[src/rtl/axis_unpacker_pkg.sv]
// Shared types for the wide-to-narrow AXI-Stream unpacker.
// The FSM state is implied by the holding register's valid flag.
package axis_unpacker_pkg;

  typedef enum logic {
    EMPTY = 1'b0,
    HOLD  = 1'b1
  } unpack_state_e;

  function automatic int lane_bits(input int ratio);
    return ($clog2(ratio) < 1) ? 1 : $clog2(ratio);
  endfunction

endpackage

[src/rtl/axis_if.sv]
// Minimal AXI-Stream bundle (valid/ready/data) shared by the stream blocks.
interface axis_if #(
  parameter int TDATA_WIDTH = 8
) ();
  logic                   tvalid;
  logic                   tready;
  logic [TDATA_WIDTH-1:0] tdata;

  modport m (output tvalid, output tdata, input tready);
  modport s (input tvalid, input tdata, output tready);
endinterface

[src/rtl/axis_unpacker.sv]
// Splits each wide AXI-Stream word into RATIO narrow beats, LSB lane first,
// with a single holding register and no bubble between consecutive words.
module axis_unpacker
  import axis_unpacker_pkg::*;
#(
  parameter int RATIO = 4
) (
  input  logic clk,
  input  logic rst,
  axis_if.s    axis_sif,
  axis_if.m    axis_mif,
  input  logic invalidate
);

  localparam int W_IN  = axis_sif.TDATA_WIDTH;
  localparam int W_OUT = axis_mif.TDATA_WIDTH;
  localparam int LW    = lane_bits(RATIO);
  localparam logic [LW-1:0] LAST = LW'(RATIO - 1);

  if (W_OUT <= 0 || W_IN != RATIO * W_OUT) begin : g_width_check
    $fatal(1, "axis_unpacker: W_IN must equal RATIO*W_OUT with W_OUT > 0");
  end

  logic [W_IN-1:0]  data_q,  data_d;
  logic             valid_q, valid_d;
  logic [LW-1:0]    lane_q,  lane_d;
  logic [W_OUT-1:0] lane_w [RATIO];
  unpack_state_e    state;
  logic             in_hs, out_hs;

  for (genvar gi = 0; gi < RATIO; gi++) begin : g_lanes
    assign lane_w[gi] = data_q[gi*W_OUT +: W_OUT];
  end

  assign state           = valid_q ? HOLD : EMPTY;
  assign axis_mif.tvalid = valid_q;
  assign axis_mif.tdata  = lane_w[lane_q];
  // A new word may enter only while the last lane is leaving, which keeps the stream gap-free.
  assign axis_sif.tready = !invalidate && (!valid_q || (lane_q == LAST && axis_mif.tready));
  assign in_hs           = axis_sif.tvalid && axis_sif.tready;
  assign out_hs          = valid_q && axis_mif.tready;

  always_comb begin
    valid_d = valid_q;
    lane_d  = lane_q;
    data_d  = data_q;
    if (invalidate) begin
      valid_d = 1'b0;
      lane_d  = '0;
    end else begin
      unique case (state)
        EMPTY: begin
          if (in_hs) begin
            data_d  = axis_sif.tdata;
            valid_d = 1'b1;
            lane_d  = '0;
          end
        end
        HOLD: begin
          if (in_hs) begin
            data_d  = axis_sif.tdata;
            valid_d = 1'b1;
            lane_d  = '0;
          end else if (out_hs) begin
            if (lane_q == LAST) begin
              valid_d = 1'b0;
              lane_d  = '0;
            end else begin
              lane_d = lane_q + 1'b1;
            end
          end
        end
        default: begin
          valid_d = 1'b0;
          lane_d  = '0;
        end
      endcase
    end
  end

  always_ff @(posedge clk or posedge rst) begin
    if (rst) begin
      valid_q <= 1'b0;
      lane_q  <= '0;
      data_q  <= '0;
    end else begin
      valid_q <= valid_d;
      lane_q  <= lane_d;
      data_q  <= data_d;
    end
  end

endmodule

[src/flat_wrapper.sv]
// flat-port wrapper written by rule: the top's interface ports become plain ports
module axis_unpacker_flat import axis_unpacker_pkg::*;
#(
  parameter int RATIO = 4
)
  (clk, rst, invalidate, axis_sif_tvalid, axis_sif_tdata, axis_sif_tready, axis_mif_tvalid, axis_mif_tdata, axis_mif_tready);
  axis_if #(.TDATA_WIDTH(32)) axis_sif_i ();
  axis_if #(.TDATA_WIDTH(8)) axis_mif_i ();
  input  logic clk;
  input  logic rst;
  input  logic invalidate;
  input wire logic [$bits(axis_sif_i.tvalid)-1:0] axis_sif_tvalid;
  input wire logic [$bits(axis_sif_i.tdata)-1:0] axis_sif_tdata;
  output wire logic [$bits(axis_sif_i.tready)-1:0] axis_sif_tready;
  output wire logic [$bits(axis_mif_i.tvalid)-1:0] axis_mif_tvalid;
  output wire logic [$bits(axis_mif_i.tdata)-1:0] axis_mif_tdata;
  input wire logic [$bits(axis_mif_i.tready)-1:0] axis_mif_tready;
  assign axis_sif_i.tvalid = axis_sif_tvalid;
  assign axis_sif_i.tdata = axis_sif_tdata;
  assign axis_sif_tready = axis_sif_i.tready;
  assign axis_mif_tvalid = axis_mif_i.tvalid;
  assign axis_mif_tdata = axis_mif_i.tdata;
  assign axis_mif_i.tready = axis_mif_tready;
  axis_unpacker #(.RATIO(RATIO)) u_core (.clk(clk), .rst(rst), .axis_sif(axis_sif_i), .axis_mif(axis_mif_i), .invalidate(invalidate));
endmodule
[config.mk]
export PLATFORM = sky130hd
export DESIGN_NAME = axis_unpacker_flat
export DESIGN_NICKNAME = d
export VERILOG_FILES = /design/src/rtl/axis_unpacker_pkg.sv /design/src/rtl/axis_if.sv /design/src/rtl/axis_unpacker.sv /design/src/flat_wrapper.sv
export SDC_FILE = /design/constraint.sdc
export NUM_CORES = 1
export LEC_CHECK = 0
export ABC_AREA = 1
export CORE_ASPECT_RATIO = 0.75
export CORE_MARGIN = 3
export CORE_UTILIZATION = 35
export CTS_BUF_LIST = sky130_fd_sc_hd__clkbuf_16
export CTS_CLUSTER_DIAMETER = 50
export DETAILED_ROUTE_END_ITERATION = 6
export DONT_BUFFER_PORTS = 1
export SETUP_SLACK_MARGIN = 0.02
export SYNTH_ARGS = -nofsm -noshare
export SYNTH_HDL_FRONTEND = slang
export SYNTH_SLANG_ARGS = --single-unit
[constraint.sdc]
create_clock -name clk -period 3.4 [get_ports clk]
set_input_delay 0.34 -clock clk [delete_from_list [all_inputs] [get_ports clk]]
set_output_delay 0.34 -clock clk [all_outputs]
set_load 0.01 [all_outputs]
==> impl_metrics.json <==
{
  "post_cts_resized": 0,
  "portion_of_the_post_synthesis_area_used_by_sequential_elements_pct": 50.4,
  "synth-seq-cells": 35,
  "final.setup_skew_ns": 0.00480,
  "post_drt_via_cell_ratio": 5.19,
  "globalRoute.totalOverflow": 0,
  "worst_path_required_time_ns": 3.06,
  "final-hold-violation-count": 0,
  "outcome": "complete, no violations",
  "critPathCaptureType": "primary output",
  "cellPowerDensity_mw_per_mm2": 621,
  "final_min_period_over_clock_period_pct": 71.0,
  "cts.root.buffer_cell": "sky130_fd_sc_hd__clkbuf_16",
  "setup_total_negative_slack_ns": 0,
  "h_tree_depth": 2,
  "timing.critical_path.arrival_ns": 2.07,
  "core_area_mm2": 0.00462,
  "grt.total_usage_pct": 16.3,
  "start_util_pct": 37.6,
  "floorplan.die_area_mm2": 0.00586,
  "max_cap_violation_count": 0,
  "clock_tree_from_tritoncts": "built",
  "synthesis.area_per_instance_um2": 8.24,
  "max_slew.worst_pin.slew_ns": 0.878,
  "cts_buffer_depth": 2,
  "nets": 243,
  "final.min_clock_period_ns": 2.41,
  "grt_max_degree": 37,
  "syn_inst": 211,
  "detailedRoute.firstIterationViolations": 58,
  "cts_hold_buffers_added": 0,
  "worst_hold_slack_ns": 0.0507,
  "p_leak_nw": 0.923,
  "clk_pin_slew_ns": 0.05,
  "grt_pass1_wl_um": 7110,
  "synth.net_count": 249,
  "syn-cell-area_mm2": 0.00174,
  "antennaDiodeCount": 0,
  "synthDistinctLibCells": 19,
  "critical_path_class": "flip-flop to primary output",
  "numCtsBuffers": 5,
  "via_count": 1360,
  "route.antenna.remaining_nets": 0,
  "antenna_violations_before_repair": 0,
  "critical-path-slowest-cell": "sky130_fd_sc_hd__a21oi_4",
  "finalWirelength_um": 4290,
  "placed_wire_length_estimate_after_detailed_placement_um": 2810,
  "slew_headroom_pct": 41.3,
  "dieWidth_um": 87.4,
  "fillers": 482,
  "flow.area_growth_from_synthesis_pct": 5.97,
  "design.portCount": 47,
  "worstSkewPairLatency_ns": 0.28,
  "layout_cell_share_with_drive_strength_beyond_1_pct": 5.85,
  "detail_route.wl_per_cell_um": 16.4,
  "die_h_um": 67.0,
  "yosys_warnings": 0,
  "timing.fmax_mhz": 414,
  "cts.sink_count": 35,
  "start_kind": "flip-flop",
  "hp-class": "input port to asynchronous set/reset pin",
  "grt_pass1_vias": 1335,
  "timing_max_transition_violations_final": 0,
  "vdd.ir_drop.worst_v": 0.000290,
  "globalplace.congestion": 0.752,
  "timing.critical_path.slowest_cell_delay_ns": 0.71,
  "worstPathMaxFanout": 33,
  "drc_violation_count_after_routing": 0,
  "io_buffers": 0,
  "dr.pass1.iters": 4,
  "setup_viol": 0,
  "postCtsSetupRepairBufs": 0,
  "grt_setup_unrepaired": "no",
  "rows": 21,
  "worstPathCellList": "ha_1, nand2_2, a21oi_4"
}
==> state kept, by name (all words and copies together) (netlist names) <==
signal and count:
u_core.axis_mif.tvalid 1, u_core.data_q 32, u_core.lane_q 2
==> power breakdown <==
part / total [mW] / switching [mW] / internal, mW / leakage, nW
Clock: 0.429 / 0.166 / 0.263 / 0.0671
Combinational: 0.169 / 0.111 / 0.0586 / 0.419
Sequential: 0.545 / 0.0528 / 0.492 / 0.438
==> critical path, delay by kind of cell, from the launching register on <==
family | cells | cell delay (ns)
compound gates | 1 | 0.71
flops | 1 | 0.69
fa+ha+maj | 1 | 0.29
simple gates | 1 | 0.10
==> cells in the final DEF, fill, tap and decap left out, drive strengths merged <==
master and n:
a21oi 1, buf 1, clkbuf 5, clkinv 2, dfrtp 35, ha 1
inv 9, nand2 70, nand3 33, nand4 1, nor2 17, o2111ai 2
o211ai 3, o21ai 16, o22ai 8, or2 1
==> cell usage after synthesis <==
| master | n | area (um^2) |
|---|---|---|
| sky130_fd_sc_hd__o21ai_0 | 16 | 80.1 |
| sky130_fd_sc_hd__nand3_4 | 1 | 17.5 |
| sky130_fd_sc_hd__a21oi_4 | 1 | 16.3 |
| sky130_fd_sc_hd__buf_2 | 6 | 30.0 |
| sky130_fd_sc_hd__nand4_1 | 1 | 6.26 |
| sky130_fd_sc_hd__buf_4 | 1 | 7.51 |
| sky130_fd_sc_hd__nand2_1 | 68 | 255 |
| sky130_fd_sc_hd__o22ai_1 | 8 | 50.1 |
| sky130_fd_sc_hd__or2_2 | 1 | 6.26 |
| sky130_fd_sc_hd__o211ai_1 | 3 | 22.5 |
| sky130_fd_sc_hd__clkbuf_1 | 1 | 3.75 |
| sky130_fd_sc_hd__o2111ai_1 | 2 | 17.5 |
| sky130_fd_sc_hd__inv_1 | 9 | 33.8 |
| sky130_fd_sc_hd__nor2_1 | 17 | 63.8 |
| sky130_fd_sc_hd__ha_1 | 1 | 12.5 |
| sky130_fd_sc_hd__nand2_2 | 2 | 12.5 |
| sky130_fd_sc_hd__buf_6 | 6 | 67.6 |
| sky130_fd_sc_hd__dfrtp_1 | 35 | 876 |
| sky130_fd_sc_hd__nand3_1 | 32 | 160 |
==> per-layer routing <==
| metal | up-vias | part of all wire, % | wire, um | GRT usage [%] |
|---|---|---|---|---|
| met4 | 0 | 0.96 | 41 | 4.60 |
| li1 | 679 | - | - | - |
| met2 | 49 | 41 | 1750 | 21.3 |
| met1 | 627 | 47 | 2010 | 23.7 |
| met3 | 5 | 11 | 492 | 7.29 |
| met5 | - | 0 | 0 | 0 |
==> cell type report <==
type	count	area, um^2	share of cell area (%)
multi-input combinational	153	721	39.1
clock inverter	2	8.76	0.475
clock buffer	5	125	6.79
tap	57	71.3	3.87
timing repair buffer	1	7.51	0.407
inverter	9	33.8	1.83
sequential	35	876	47.5
==> metrics by stage <==
step | util, % | cells | instance area, um^2 | setup WS, ns | total power [mW]
floorplan | - | 211 | 1740 | 2.00 | 0.692
global placement | 37.0 | 255 | 1710 | 1.35 | 0.722
detailed placement | 37.0 | 255 | 1710 | 1.24 | 0.723
CTS | 39.9 | 262 | 1840 | 0.979 | 1.15
global route | 39.9 | 262 | 1840 | 0.773 | 1.21
finish | 39.9 | 262 | 1840 | 0.987 | 1.14
==> path summary, 6_finish.rpt <==
path	slack [ns]	end	cells after the start	startpoint
max	0.99	axis_sif_tready	3	u_core.lane_q[0]$_DFFE_PP0P_
min	0.05	u_core.data_q[20]$_DFFE_PP0P_	2	rst
max reg2reg	1.26	u_core.data_q[12]$_DFFE_PP0P_	5	u_core.lane_q[0]$_DFFE_PP0P_
min reg2reg	0.47	u_core.data_q[13]$_DFFE_PP0P_	2	u_core.data_q[13]$_DFFE_PP0P_
max in group asynchronous	3.02	u_core.data_q[9]$_DFFE_PP0P_	2	rst
min in group clk	0.20	u_core.data_q[3]$_DFFE_PP0P_	2	axis_sif_tdata[3]
==> cells by family after synthesis <==
kind of cell,synth area share (%)
adders and majority gates,0.719
DFF,50.4
and+or+nand+nor,30.0
AOI/OAI and AO/OA,10.7
buffers and inverters,8.20
No activity file was read; power rests on OpenSTA's default activity.
